`src/rtl/vectored_irq_controller.sv`:
```
// Vectored interrupt controller: a register-programmed 8259-style PIC with per-line
// edge/level capture, fixed or rotating priority, auto-EOI and an 8-bit vector output.
module vectored_irq_controller #(
    parameter int         NUM_IRQ     = 16,
    parameter logic [7:0] VECTOR_BASE = 8'h08
) (
    input  logic               clk,
    input  logic               reset,
    input  logic               chip_select,
    input  logic               read_enable,
    input  logic               write_enable,
    input  logic [1:0]         address,
    input  logic [15:0]        data_bus_in,
    output logic [15:0]        data_bus_out,
    output logic               ack,
    input  logic [NUM_IRQ-1:0] interrupt_request,
    output logic               interrupt_to_cpu,
    input  logic               interrupt_acknowledge,
    output logic [7:0]         vector,
    output logic               vector_valid
);
    localparam int IDX_W = $clog2(NUM_IRQ);

    logic [NUM_IRQ-1:0] irr;
    logic [NUM_IRQ-1:0] isr;
    logic [NUM_IRQ-1:0] imr;
    logic [NUM_IRQ-1:0] trig;
    logic [NUM_IRQ-1:0] irq_prev;
    logic [7:0]         base;
    logic               aeoi;
    logic [IDX_W-1:0]   lp;
    logic [1:0]         rsel;

    logic [NUM_IRQ-1:0] request;
    logic [NUM_IRQ-1:0] edge_seen;
    logic               pend_valid;
    logic [IDX_W-1:0]   pend_idx;
    logic [IDX_W-1:0]   pend_rank;
    logic               isr_valid;
    logic [IDX_W-1:0]   isr_idx;
    logic [IDX_W-1:0]   isr_rank;

    logic               access;
    logic               first_cycle;
    logic               reg_write;
    logic [2:0]         op;
    logic [IDX_W-1:0]   cmd_idx;
    logic               idx_ok;
    logic [NUM_IRQ-1:0] eoi_clear;
    logic [IDX_W-1:0]   lp_next;
    logic [1:0]         rsel_next;

    logic               take_ack;
    logic [NUM_IRQ-1:0] ack_onehot;
    logic [NUM_IRQ-1:0] irr_next;
    logic [NUM_IRQ-1:0] isr_next;
    logic               int_next;
    logic [7:0]         vector_next;
    logic [15:0]        read_data;

    // Line index holding priority rank k: the line just after LP is rank 0.
    function automatic logic [IDX_W-1:0] rot_index(input logic [IDX_W-1:0] low, input int k);
        int s;
        s = int'(low) + 1 + k;
        if (s >= NUM_IRQ) s = s - NUM_IRQ;
        return IDX_W'(s);
    endfunction

    assign request   = irr & ~imr;
    assign edge_seen = interrupt_request & ~irq_prev;

    // Walk ranks from lowest to highest so the best-ranked hit is written last.
    always_comb begin
        pend_valid = 1'b0;
        pend_idx   = '0;
        pend_rank  = '0;
        isr_valid  = 1'b0;
        isr_idx    = '0;
        isr_rank   = '0;
        for (int k = NUM_IRQ - 1; k >= 0; k--) begin
            if (request[rot_index(lp, k)]) begin
                pend_valid = 1'b1;
                pend_idx   = rot_index(lp, k);
                pend_rank  = IDX_W'(k);
            end
            if (isr[rot_index(lp, k)]) begin
                isr_valid = 1'b1;
                isr_idx   = rot_index(lp, k);
                isr_rank  = IDX_W'(k);
            end
        end
    end

    assign access      = chip_select & (read_enable | write_enable);
    assign first_cycle = access & ~ack;
    assign reg_write   = chip_select & write_enable & first_cycle;
    assign op          = data_bus_in[7:5];
    assign cmd_idx     = data_bus_in[IDX_W-1:0];
    assign idx_ok      = (int'(data_bus_in[3:0]) < NUM_IRQ);

    always_comb begin
        eoi_clear = '0;
        lp_next   = lp;
        rsel_next = rsel;
        if (reg_write && address == 2'd0) begin
            case (op)
                3'b001: if (isr_valid) eoi_clear[isr_idx] = 1'b1;
                3'b011: if (idx_ok) eoi_clear[cmd_idx] = 1'b1;
                3'b101: begin
                    if (isr_valid) begin
                        eoi_clear[isr_idx] = 1'b1;
                        lp_next            = isr_idx;
                    end
                end
                3'b111: begin
                    if (idx_ok && isr_valid) begin
                        eoi_clear[cmd_idx] = 1'b1;
                        lp_next            = cmd_idx;
                    end
                end
                3'b110: if (idx_ok) lp_next = cmd_idx;
                3'b010: rsel_next = data_bus_in[1:0];
                default: ;
            endcase
        end
    end

    // A second acknowledge during the vector strobe is dropped.
    assign take_ack = interrupt_acknowledge & ~vector_valid;

    always_comb begin
        ack_onehot = '0;
        if (take_ack && pend_valid) ack_onehot[pend_idx] = 1'b1;
    end

    // EOI clears first, so a same-cycle acknowledge can re-set the bit it targets.
    assign isr_next    = (isr & ~eoi_clear) | (aeoi ? '0 : ack_onehot);
    assign irr_next    = (trig & interrupt_request) | (~trig & ((irr & ~ack_onehot) | edge_seen));
    assign int_next    = pend_valid & (~isr_valid | (pend_rank < isr_rank));
    assign vector_next = base + (pend_valid ? 8'(pend_idx) : 8'(NUM_IRQ - 1));

    always_comb begin
        read_data = '0;
        case (address)
            2'd0: begin
                case (rsel)
                    2'd0:    read_data = 16'(irr);
                    2'd1:    read_data = 16'(isr);
                    2'd2:    read_data = {8'h00, pend_valid, 3'b000, 4'(pend_idx)};
                    default: read_data = '0;
                endcase
            end
            2'd1:    read_data = 16'(imr);
            2'd2:    read_data = 16'(trig);
            default: read_data = {7'b0, aeoi, base};
        endcase
    end

    always_ff @(posedge clk) begin
        irq_prev <= interrupt_request;
        if (reset) begin
            irr              <= '0;
            isr              <= '0;
            imr              <= '1;
            trig             <= '0;
            base             <= VECTOR_BASE;
            aeoi             <= 1'b0;
            lp               <= IDX_W'(NUM_IRQ - 1);
            rsel             <= 2'd0;
            data_bus_out     <= '0;
            ack              <= 1'b0;
            interrupt_to_cpu <= 1'b0;
            vector           <= '0;
            vector_valid     <= 1'b0;
        end else begin
            irr              <= irr_next;
            isr              <= isr_next;
            lp               <= lp_next;
            rsel             <= rsel_next;
            interrupt_to_cpu <= int_next;
            ack              <= access;
            data_bus_out     <= (chip_select && read_enable) ? read_data : '0;
            vector_valid     <= take_ack;
            if (take_ack) vector <= vector_next;
            if (reg_write) begin
                case (address)
                    2'd1: imr  <= data_bus_in[NUM_IRQ-1:0];
                    2'd2: trig <= data_bus_in[NUM_IRQ-1:0];
                    2'd3: begin
                        aeoi <= data_bus_in[8];
                        base <= data_bus_in[7:0];
                    end
                    default: ;
                endcase
            end
        end
    end

endmodule

```
`config.mk`:
```
export PLATFORM = sky130hd
export DESIGN_NAME = vectored_irq_controller
export DESIGN_NICKNAME = d
export VERILOG_FILES = /design/src/rtl/vectored_irq_controller.sv
export SDC_FILE = /design/constraint.sdc
export NUM_CORES = 1
export LEC_CHECK = 0
export CAP_MARGIN = 20
export CELL_PAD_IN_SITES_DETAIL_PLACEMENT = 1
export CELL_PAD_IN_SITES_GLOBAL_PLACEMENT = 2
export CORE_UTILIZATION = 40
export DETAILED_ROUTE_END_ITERATION = 10
export GPL_ROUTABILITY_DRIVEN = 1
export PLACE_DENSITY = 0.89
export SLEW_MARGIN = 25
export SYNTH_ARGS = -nofsm -noshare
export SYNTH_HDL_FRONTEND = slang
export SYNTH_SLANG_ARGS = --single-unit
```
`constraint.sdc`:
```
create_clock -name clk -period 15.75 [get_ports clk]
set_clock_uncertainty 0.2 [all_clocks]
set_input_delay 3.15 -clock clk [delete_from_list [all_inputs] [get_ports clk]]
set_output_delay 3.15 -clock clk [all_outputs]
set_load 0.005 [all_outputs]
```
After elaboration in Yosys (flattened, before gate mapping)
Index checks and enable logic that the tools add are counted.

Register bits: 122. Bits of input ports: 40. Output and inout bits: 27.

Add/subtract/negate cells: 33. $lt $le $gt $ge: 39. Equal/unequal tests: 13. Mux-type cells: 194. Bitwise gates (word level): 26. Reduce and logical (&&, ||, !) cells: 16.

Operators with widths (number): two-way mux 4 bit (83); one-hot mux 16 bit (3 select lines) (3); binary-select mux 1 bit (select 4 bit) (32); AND 16 bit (6); less-than comparator 4 x 5 -> 1 bit, second input constant (19); greater-or-equal comparator 6 x 5 -> 1 bit, second input constant (15); two-way mux 16 bit (5); NOT 16 bit (5); two-way mux 1 bit (67); subtractor 4 x 1 -> 4 bit, second input constant (16); adder 5 x 4 -> 6 bit, second input constant (8); bitwise OR 16 bit (3); adder 5 x 3 -> 6 bit, second input constant (4); adder 5 x 2 -> 6 bit, second input constant (2); demux 1 bit (select 4 bit) (3); greater-or-equal comparator 4 x 1 -> 1 bit, second input constant (3); one-hot mux 4 bit (3 select lines) (1); equality test 3 bit, second input constant (3); adder 8 x 4 -> 8 bit (1); AND reduction 2 bit (4); adder 5 x 1 -> 6 bit, second input constant (1); AND 1 bit (6); equality test 2 bit, second input constant (3); equality test 3 x 2 -> 1 bit, second input constant (2); other kinds (13) (26).

Logic depth before layout (Yosys ltp)
Gate-level depths: netlist (run 1).

Word-level depth: 32. Mapped depth: 27.

Worst setup path before layout (run 1)
OpenSTA, ideal clock, no wires.

Path type: flip-flop to flip-flop. From: register lp[0]. To: register vector[7]. Arrival time: 5.780 ns. Path slack: 9.633 ns. Stages on the path, launching flop included: 28. Path buffers: 6. Clock period less this slack: 6.117 ns. Path through: dfxtp_1 > inv_2 > buf_1 > clkbuf_1 > ha_1 > buf_2 > inv_2 > clkbuf_1 > ha_1 > buf_2 > nor2b_1 > o21a_1 > or2_1 > clkbuf_1 > mux2i_2 > nand2b_1 > o311a_1 > o211ai_1 > o31a_1 > or2_2 > ha_1 > a21o_1 > a21oi_1 > nor2b_1 > o21a_1 > nand3_1 > xor2_1 > a211oi_1.

Cells in the longest elaborated chain, start to end: 24.

RTL lines: start: declaration (RTL line 31) `logic [IDX_W-1:0] lp;`; start signal: assignment (RTL line 168) `lp <= IDX_W'(NUM_IRQ - 1);`; start signal: assignment (RTL line 178) `lp <= lp_next;`; adder 4 x 1 -> 5 bit * (RTL line 64) `s = int'(low) + 1 + k;`; adder 5 x 4 -> 6 bit (RTL line 64); greater-or-equal comparator 6 x 5 -> 1 bit / subtractor 4 x 1 -> 4 bit (equally long branches) (RTL line 65) `if (s >= NUM_IRQ) s = s - NUM_IRQ;`; two-way mux 4 bit (RTL line 65); binary-select mux 1 bit (select 4 bit) (RTL line 81) `if (request[rot_index(lp, k)]) begin`; two-way mux 1 bit (not written as such) (RTL line 81); two-way mux 4 bit / two-way mux 1 bit (equally long branches) (16 in series) (RTL line 81); two-way mux 4 bit * (RTL line 140) `assign vector_next = base + (pend_valid ? 8'(pend_idx) : 8'(NUM_IRQ - 1));`; adder 8 x 4 -> 8 bit * (RTL line 140); end signal: assignment (RTL line 184) `if (take_ack) vector <= vector_next;`; end: declaration (RTL line 19) `output logic [7:0] vector,`.

Mark *: on every way between the ends. The rest lies on a longest branch, timed or not. The select of a mux whose other input is x is not followed. A chain may end at the register's enable or synchronous reset.

Final worst setup path (run 1)
Ends and elaborated chain as after synthesis.

==> results of run 1 <==
-- cell usage after synthesis (all sizes together), types with 4 or more instances --
library cell	n	share of area (%)
a2111oi	5	0.44
a211oi	19	1.4
a21boi	4	0.30
a21o	10	0.74
a21oi	90	4.5
a221oi	7	0.78
a22o	6	0.52
a311oi	4	0.35
a31o	4	0.35
a31oi	12	0.80
and2	14	0.89
and3	7	0.48
buf	27	1.6
clkbuf	45	1.7
dfxtp	122	24
ha	14	1.7
inv	37	1.4
mux2	28	3.1
mux2i	110	11
mux4	43	9.6
nand2	123	4.6
nand2b	29	1.8
nand3	24	1.2
nand3b	5	0.37
nor2	83	3.1
nor2b	37	2.3
nor3	35	1.9
nor3b	5	0.37
nor4	7	0.43
o2111ai	7	0.60
o211ai	10	0.74
o21a	5	0.37
o21ai	79	4.1
o22a	8	0.69
o22ai	19	1.2
o311a	5	0.49
o311ai	7	0.60
o31ai	5	0.37
or2	11	0.68
or3	15	0.97
xnor2	14	1.6
-- sequential cells by signal, summed over array words and instances, names as in the netlist --
register / cells
ack: 1
interrupt_to_cpu: 1
rsel: 2
trig: 16
vector_valid: 1
lp: 4
base: 8
aeoi: 1
vector: 8
irr: 16
data_bus_out: 16
isr: 16
irq_prev: 16
imr: 16
-- stage by stage --
stage	instance area (um^2)	setup slack (ns)	util (%)	std cells	total power (uW)
after CTS	11620	8.524	47.24	1567	846.2
after global placement	11010	8.465	44.74	1535	443.6
after global routing	11630	8.025	47.27	1567	869.4
after floorplan	10140	9.633	-	1201	399.9
final	11630	8.305	47.27	1567	848.1
after detailed placement	11020	8.556	44.79	1535	446.3
-- routing by layer --
metal	global-route usage (%)	vias up	wire length [um]
li1	-	4575	-
met5	0	-	0
met1	41.46	5146	17470
met3	4.956	99	2752
met2	52.10	449	18850
met4	14.19	0	1695
-- kinds of logic (layout without fill, tap and decap cells) --
kind of cell,count (synthesis),in the layout,synth area share (%)
mux,181,181,23.62
simple gates,409,409,20.29
xor+xnor,20,20,2.591
buf+inv,110,152,4.676
flops,122,122,24.08
fa+ha+maj,15,15,1.925
compound gates,344,344,22.81
-- worst max-delay path: cells and delay by family, from the launching register on --
| family | cells | cell delay, ns |
|---|---|---|
| AOI/OAI and AO/OA | 6 | 2.09 |
| xor gates and xnor gates | 1 | 0.16 |
| adders and majority gates | 3 | 1.32 |
| buffers and inverters | 4 | 1.94 |
| DFF | 1 | 0.31 |
| muxes | 1 | 0.63 |
| and+or+nand+nor | 4 | 0.68 |
-- worst max path at each step --
stage,to,startpoint,cells past startpoint,slack (ns)
floorplan,vector[7]$_SDFFE_PP0P_,lp[0]$_SDFFE_PP1P_,27,9.63
global placement,vector[7]$_SDFFE_PP0P_,lp[0]$_SDFFE_PP1P_,19,8.47
detailed placement,vector[6]$_SDFFE_PP0P_,lp[0]$_SDFFE_PP1P_,17,8.56
CTS,vector[6]$_SDFFE_PP0P_,lp[0]$_SDFFE_PP1P_,17,8.52
global route,vector[7]$_SDFFE_PP0P_,lp[0]$_SDFFE_PP1P_,19,8.03
finish,vector[7]$_SDFFE_PP0P_,lp[0]$_SDFFE_PP1P_,19,8.31
-- cells in the final DEF (no fill, tap or decap), drive strengths merged, types with 24 or more instances in the layout --
cell           count
nand2            123
nand3             24
nor3              35
a21oi             90
o21ai             79
mux2i            110
nor2b             37
nor2              83
nand2b            29
clkdlybuf4s50     65
inv               45
mux2              28
dfxtp            122
mux4              43
-- area by class of cell --
type                       count  area (um^2)
sequential                   122         2445
inverter                      38        142.6
clock inverter                15        178.9
multi-input combinational    969         7257
tap                          324        405.4
clock buffer                  17        425.4
fill                        2937        12970
timing repair buffer          82        775.7
-- power breakdown --
part	switching, uW	internal (uW)	total, uW
registers	8.35	319	328
clock network	166	239	405
logic	67.2	48.0	115
total	242	607	848
==> flow_summary.yaml, run 1 <==
logic_synthesis:
  synth_area_um2: 10140
  synth-warning-count: 0
  synth.avg_cell_area_um2: 8.445
  synth_cell_type_count: 97
  dominantRegCellSynth: "sky130_fd_sc_hd__dfxtp_1"
  synth_enable_flop_cells: 0
  seq_area_frac_synth_pct: 24.08
  yosys_register_bits: 122
  syn-num-nets: 1256
  postSynthCellCount: 1201
  postSynth.asyncResetShare_pct: 0
clock_tree:
  cts.repair_timing.setup_buffer_count: 0
  post_cts_resize_count: 0
  cts_hold_buf: 0
  cts_tree: "done"
  cts-root-buf: "sky130_fd_sc_hd__clkbuf_16"
  worst_setup_hold_path_clk_slew_ns: 0.07
  number_of_sinks_on_the_clock_net: 122
  worst_skew_pair.late_latency_ns: 0.43
  htree_num_levels: 4
  cts_inserted_buffers: 17
  clk_path_buf_depth: 2
detailed_routing:
  drc: 0
  drt.antenna.violating_nets: 0
  num_vias: 10269
  postRouteWirelength_um: 40770
  iteration_0_drc_count_of_the_detailed_router: 1013
  post_drt_via_cell_ratio: 6.553
  routedWlPerCell_um: 26.02
  detailedRoute.firstPassIterationCount: 7
worst_setup_path:
  worst-setup-path-type: "reg -> reg"
  reg2reg_slack_ns: 8.31
  worst-endpoint-arrival_ns: 7.58
  crit_path_end_kind: "flip-flop"
  critical_path.max_stage_delay_ns: 1.05
  worstPathCellList: "buf_4, inv_2, ha_2, buf_4, ha_1, inv_1, mux4_2, nand3_1, a22o_1, a2111oi_0, a2111oi_1, o211ai_1, nand2b_1, ha_1, nor2b_1, o21a_1, nand3_1, xor2_1, a211oi_1"
  cpMaxStageDelayCell: "sky130_fd_sc_hd__a2111oi_1"
  cp_max_fo: 56
  crit-reg2reg-capture: "vector[7]$_SDFFE_PP0P_"
  worst_r2r_path_depth: 19
  crit_path_start_kind: "flip-flop"
  worst-endpoint-required_ns: 15.89
  r2r_start: "lp[0]$_SDFFE_PP1P_"
floorplanning:
  die_area_um2: 26000
  core_area_um2: 24600
  ioPinCount: 67
  initial_utilization_pct: 41.22
  rows: 57
  die_h_um: 161.2
  floorplan.die.width_um: 161.2
sta:
  timing_worst_slew_pin_value_ns: 1.162
  tns_ns: 0
  final.min_clock_period_ns: 7.445
  timing.final.setup_violations: 0
  slew_violations: 0
  unrepaired_setup_endpoints_after_global_routing: "no"
  timing.max_slew.rel_slack_pct: 22.35
  maxClockFrequency_ghz: 0.1343
  holdWs_ns: 0.2558
  final_min_period_over_clock_period_pct: 47.27
  final_hold_viol_count: 0
power_and_ir_drop:
  vdd.ir_drop.worst_mv: 0.06549
  power.leakage_uw: 0.004439
  cellPowerDensity_nw_per_um2: 72.92
run:
  timing.max_cap.violations: 0
grt:
  grt_pass1_wl_um: 63860
  grt_start_max_net_pins: 57
  via_count_of_the_first_global_routing_pass: 10643
  grt_usage_pct: 31.88
  initial_antenna_violation_count: 0
  grt_overflow: 0
final_layout:
  syn_to_final_growth_pct: 14.67
  diodes: 0
  num-nets-final: 1285
  drive_gt1_share_pct: 13.68
min_path:
  worstHoldPathType: "reg -> reg"
  min_path_cells: 2
  worstHoldStart: "vector[1]$_SDFFE_PP0P_"
  worst_hold_path_ep: "vector[1]$_SDFFE_PP0P_"
placed_design:
  count_of_buffers_inserted_at_the_top_level_ports: 66
  gpl.final_weighted_congestion: 0.9541
  detailed_place_hpwl_um: 29860
status:
  run_status: "finished clean"
(Power assumes the default switching activity.)
==> inputs of run 2 (changes only) <==
- CORE_UTILIZATION: 40 -> 37
- PLACE_DENSITY: 0.89 -> 0.83
- clock period: 15.75 -> 7.3 ns (I/O delays scaled with it)
==> flow_summary.yaml, run 2 (same netlist as run 1, synthesis figures left out) <==
clock_tree:
  post_cts_resize_count: 0
  number_of_sinks_on_the_clock_net: 122
  cts.repair_timing.setup_buffer_count: 0
  worst_setup_hold_path_clk_slew_ns: 0.06
  cts_hold_buf: 0
  cts-root-buf: "sky130_fd_sc_hd__clkbuf_16"
  htree_num_levels: 4
  worst_skew_pair.late_latency_ns: 0.42
  clk_path_buf_depth: 2
  cts_inserted_buffers: 17
  cts_tree: "done"
placed_design:
  pre_cts_slack_ns: 0.9311
  dp.cells: 1559
  detailed_place_hpwl_um: 30070
  gpl.final_weighted_congestion: 0.9420
  count_of_buffers_inserted_at_the_top_level_ports: 66
sta:
  final.min_clock_period_ns: 6.456
  final_hold_viol_count: 0
  final.setup.worst_slack_ns: 0.8440
  maxClockFrequency_ghz: 0.1549
  tns_ns: 0
  holdWs_ns: 0.2567
  timing_worst_slew_pin_value_ns: 1.016
  unrepaired_setup_endpoints_after_global_routing: "no"
  slew_violations: 0
  timing.max_slew.rel_slack_pct: 32.12
  final_min_period_over_clock_period_pct: 88.44
  timing.final.setup_violations: 0
worst_setup_path:
  worst-endpoint-arrival_ns: 6.53
  crit_path_end_kind: "flip-flop"
  crit_path_start_kind: "flip-flop"
  worst-endpoint-required_ns: 7.38
  worst-setup-path-type: "reg -> reg"
  cp_max_fo: 17
final_layout:
  layout_common_cells: "sky130_fd_sc_hd__nand2_1 (123), sky130_fd_sc_hd__dfxtp_1 (121), sky130_fd_sc_hd__mux2i_1 (108)"
  post_layout_nonfiller_instances: 1591
  final_util_pct: 43.26
  diodes: 0
  num-nets-final: 1292
  final_common_cell: "sky130_fd_sc_hd__nand2_1"
  syn_to_final_growth_pct: 14.96
  drive_gt1_share_pct: 13.76
floorplanning:
  die_area_um2: 28080
  initial_utilization_pct: 37.63
  core_area_um2: 26950
  rows: 60
  die_h_um: 167.6
  ioPinCount: 67
  floorplan.die.width_um: 167.6
detailed_routing:
  postRouteWirelength_um: 40620
  detailedRoute.firstPassIterationCount: 5
  drc: 0
  iteration_0_drc_count_of_the_detailed_router: 778
  routedWlPerCell_um: 25.53
  drt.antenna.violating_nets: 0
  post_drt_via_cell_ratio: 6.348
  num_vias: 10100
grt:
  grt_overflow: 0
  via_count_of_the_first_global_routing_pass: 10101
  initial_antenna_violation_count: 0
  grt_pass1_wl_um: 62540
  grt_start_max_net_pins: 43
  grt_usage_pct: 28.92
min_path:
  worstHoldPathType: "reg -> reg"
status:
  run_status: "finished clean"
power_and_ir_drop:
  vdd.ir_drop.worst_mv: 0.1621
  cellPowerDensity_nw_per_um2: 152.9
  power.leakage_uw: 0.004459
run:
  timing.max_cap.violations: 0
==> run 2: per-layer routing <==
layer  track usage, %  routed length [um]
met1            38.27               17800
met2            47.68               18900
met3            4.420                2537
met4            10.25                1388
met5                0                   0
==> run 2: cell type report <==
class,count,area (um^2)
tap,341,426.7
sequential,122,2444
inverter,38,142.6
fill,3187,15290
timing repair buffer,89,828.3
clock inverter,13,132.6
clock buffer,19,442.9
multi-input combinational,969,7243
==> run 2: worst paths after layout <==
kind	from	end	slack (ns)	cells after the start
worst min-delay path	vector[3]$_SDFFE_PP0P_	vector[3]$_SDFFE_PP0P_	0.26	2
worst max-delay path	lp[1]$_SDFFE_PP1P_	vector[7]$_SDFFE_PP0P_	0.84	20
worst min register to register	vector[3]$_SDFFE_PP0P_	vector[3]$_SDFFE_PP0P_	0.26	2
worst max register to register	lp[1]$_SDFFE_PP1P_	vector[7]$_SDFFE_PP0P_	0.84	20
==> run 2: stage by stage <==
| stage | power [uW] | instance area, um^2 |
|---|---|---|
| floorplan | 862.8 | 10140 |
| global placement | 961.5 | 11080 |
| detailed placement | 964.7 | 11080 |
| CTS | 1790 | 11660 |
| global route | 1841 | 11660 |
| finish | 1783 | 11660 |
==> run 2: report_power, final <==
part	leakage (uW)	switching (uW)	internal [uW]	total, uW
Clock	0.000282	340	488	828
Combinational	0.00318	144	104	248
Sequential	0.000997	18.1	689	707
==> run 2: critical path: stages (launching register included) <==
cell	delay, ns
sky130_fd_sc_hd__dfxtp_1	0.40
sky130_fd_sc_hd__ha_1	0.34
sky130_fd_sc_hd__xnor2_4	0.57
sky130_fd_sc_hd__inv_2	0.35
sky130_fd_sc_hd__ha_1	0.47
sky130_fd_sc_hd__o31a_1	0.41
sky130_fd_sc_hd__or3_4	0.49
sky130_fd_sc_hd__mux4_2	0.50
sky130_fd_sc_hd__nor2_1	0.30
sky130_fd_sc_hd__nand3_1	0.16
sky130_fd_sc_hd__or4_4	0.63
sky130_fd_sc_hd__inv_2	0.11
sky130_fd_sc_hd__or2_2	0.15
sky130_fd_sc_hd__ha_1	0.23
sky130_fd_sc_hd__a21o_1	0.16
sky130_fd_sc_hd__a21oi_1	0.21
sky130_fd_sc_hd__nor2b_1	0.07
sky130_fd_sc_hd__o21a_1	0.20
sky130_fd_sc_hd__nand3_1	0.11
sky130_fd_sc_hd__xor2_1	0.16
sky130_fd_sc_hd__a211oi_1	0.08
==> inputs of run 3 (changes only) <==
- CORE_ASPECT_RATIO: default -> 0.5
- CORE_UTILIZATION: 37 -> 40
- PLACE_DENSITY: 0.83 -> 0.89
- clock period: 7.3 -> 8.2 ns (I/O delays scaled with it)
==> flow_summary.yaml, run 3 (same netlist as run 1, synthesis figures left out) <==
sta:
  slew_violations: 0
  final.min_clock_period_ns: 6.794
  unrepaired_setup_endpoints_after_global_routing: "no"
  maxClockFrequency_ghz: 0.1472
  tns_ns: 0
  timing_worst_slew_pin_value_ns: 1.041
  holdWs_ns: 0.2614
  final_hold_viol_count: 0
  timing.final.setup_violations: 0
  timing.max_slew.rel_slack_pct: 28.62
  final_min_period_over_clock_period_pct: 82.86
  final.setup.worst_slack_ns: 1.406
run:
  timing.max_cap.violations: 0
worst_setup_path:
  setup.worst_path.start: "lp[1]$_SDFFE_PP1P_"
  path_common_cell: "sky130_fd_sc_hd__ha_1"
  worst-setup-path-type: "reg -> reg"
  cp_max_fo: 17
  reg2reg_slack_ns: 1.41
  worst_r2r_path_depth: 20
  crit-reg2reg-capture: "vector[7]$_SDFFE_PP0P_"
  critical_path.max_stage_delay_ns: 0.69
  crit_path_end: "vector[7]$_SDFFE_PP0P_"
  timing.critical_path.buf_inv: 1
  critPathTopFamily: "compound AO/OA/AOI/OAI gates"
  crit_path_end_kind: "flip-flop"
  cp_num_cells: 20
  worstPathCellList: "ha_1, xnor2_4, inv_2, ha_1, o31a_1, nor3_4, mux4_2, a2111oi_1, o22ai_1, a31oi_1, o31a_1, or2_2, ha_1, a21o_1, a21oi_1, nor2b_1, o21a_1, nand3_1, xor2_1, a211oi_1"
  worst-endpoint-arrival_ns: 6.86
  r2r_start: "lp[1]$_SDFFE_PP1P_"
  crit_path_start_kind: "flip-flop"
  worst-endpoint-required_ns: 8.27
  cpMaxStageDelayCell: "sky130_fd_sc_hd__mux4_2"
detailed_routing:
  postRouteWirelength_um: 41650
  post_drt_via_cell_ratio: 6.610
  num_vias: 10417
  drc: 0
  detailedRoute.firstPassIterationCount: 5
  routedWlPerCell_um: 26.43
  drt.antenna.violating_nets: 0
  iteration_0_drc_count_of_the_detailed_router: 983
power_and_ir_drop:
  cellPowerDensity_nw_per_um2: 140.6
  power.net_switching_uw: 414.0
  pwr-share-seq_pct: 38.6
  power.clock.fraction_pct: 47.7
  power.switching_fraction_pct: 25.35
  vdd.ir_drop.worst_mv: 0.2118
  pwr-share-comb_pct: 13.7
  power.leakage_uw: 0.004427
  power_uw: 1633
  internal_power_uw: 1219
floorplanning:
  floorplan.die.width_um: 227.2
  die_h_um: 114.6
  ioPinCount: 67
  rows: 40
  core_area_um2: 24420
  die_area_um2: 26030
  initial_utilization_pct: 41.53
placed_design:
  pre_cts_slack_ns: 1.479
  detailed_place_hpwl_um: 31290
  placed_cell_area_um2: 11010
  gpl.final_weighted_congestion: 0.9607
  count_of_buffers_inserted_at_the_top_level_ports: 66
grt:
  grt_usage_pct: 32.52
  grt_start_max_net_pins: 66
  via_count_of_the_first_global_routing_pass: 10415
  initial_antenna_violation_count: 0
  grt_pass1_wl_um: 63740
  grt_overflow: 0
status:
  run_status: "finished clean"
final_layout:
  area.sequential_um2: 2444
  syn_to_final_growth_pct: 14.52
  layout_common_cells: "sky130_fd_sc_hd__nand2_1 (123), sky130_fd_sc_hd__dfxtp_1 (121), sky130_fd_sc_hd__mux2i_1 (108)"
  multiInputGateArea_um2: 7246
  num-nets-final: 1283
  drive_gt1_share_pct: 12.82
  layout.cell_area.non_filler_um2: 11610
  fillCellCount: 2935
  diodes: 0
  final_common_cell: "sky130_fd_sc_hd__nand2_1"
clock_tree:
  cts_hold_buf: 0
  worst_setup_hold_path_clk_slew_ns: 0.06
  cts-root-buf: "sky130_fd_sc_hd__clkbuf_16"
  cts_tree: "done"
  clk_path_buf_depth: 2
  cts.repair_timing.setup_buffer_count: 0
  post_cts_resize_count: 0
  cts_inserted_buffers: 17
  worst_skew_pair.late_latency_ns: 0.42
  number_of_sinks_on_the_clock_net: 122
  htree_num_levels: 4
min_path:
  worstHoldPathType: "reg -> reg"
## run 3: cell types whose count changed in the layout (fill, tap and decap cells not counted), sizes merged
cell      delta
inv          -8
bufinv       +3
clkinv       +1
clkinvlp     -1
clkbuf       +4
buf          -9
## run 3: area by class of cell
class                      count  share of cell area [%]
multi-input combinational    969                   62.38
sequential                   122                   21.04
timing repair buffer          80                   6.550
clock buffer                  23                   3.943
tap                          336                   3.620
clock inverter                 8                   1.239
inverter                      38                   1.228
## run 3: worst min-delay path by stage
stage	start	endpoint	depth (start not counted)	slack, ns
5_1_grt	vector[0]$_SDFFE_PP0P_	vector[0]$_SDFFE_PP0P_	2	0.29
3_5_place_dp	vector[0]$_SDFFE_PP0P_	vector[0]$_SDFFE_PP0P_	2	0.26
6_report	vector[0]$_SDFFE_PP0P_	vector[0]$_SDFFE_PP0P_	2	0.26
4_1_cts	vector[0]$_SDFFE_PP0P_	vector[0]$_SDFFE_PP0P_	2	0.27
2_1_floorplan	vector[3]$_SDFFE_PP0P_	vector[3]$_SDFFE_PP0P_	2	0.25
3_3_place_gp	vector[4]$_SDFFE_PP0P_	vector[4]$_SDFFE_PP0P_	2	0.25
## run 3: worst register-to-register path, stage by stage (launching register included)
cell and delay, ns:
sky130_fd_sc_hd__dfxtp_1 0.43, sky130_fd_sc_hd__ha_1 0.36, sky130_fd_sc_hd__xnor2_4 0.58, sky130_fd_sc_hd__inv_2 0.35, sky130_fd_sc_hd__ha_1 0.49, sky130_fd_sc_hd__o31a_1 0.41
sky130_fd_sc_hd__nor3_4 0.57, sky130_fd_sc_hd__mux4_2 0.70, sky130_fd_sc_hd__a2111oi_1 0.36, sky130_fd_sc_hd__o22ai_1 0.17, sky130_fd_sc_hd__a31oi_1 0.18, sky130_fd_sc_hd__o31a_1 0.42
sky130_fd_sc_hd__or2_2 0.22, sky130_fd_sc_hd__ha_1 0.22, sky130_fd_sc_hd__a21o_1 0.16, sky130_fd_sc_hd__a21oi_1 0.22, sky130_fd_sc_hd__nor2b_1 0.07, sky130_fd_sc_hd__o21a_1 0.19
sky130_fd_sc_hd__nand3_1 0.10, sky130_fd_sc_hd__xor2_1 0.16, sky130_fd_sc_hd__a211oi_1 0.09
## run 3: through the flow
step	util, %	std cells
final	47.56	1576
after global routing	47.56	1576
after CTS	47.55	1576
after detailed placement	45.09	1545
after global placement	45.09	1545
after floorplan	-	1201
## run 3: routing by layer
metal	share of wire (%)	vias up	GRT usage (%)
met2	44	506	50.04
li1	-	4576	-
met4	1.7	0	7.740
met5	0	-	0
met3	9.1	57	8.340
met1	45	5278	45.35
## run 3: power by group through the flow
stage               Sequential [uW]  Combinational [uW]  Clock, uW
global placement                642                 212          0
floorplan                       636                 132          0
finish                          631                 224        779
global route                    633                 238        813
CTS                             630                 221        782
detailed placement              642                 218          0
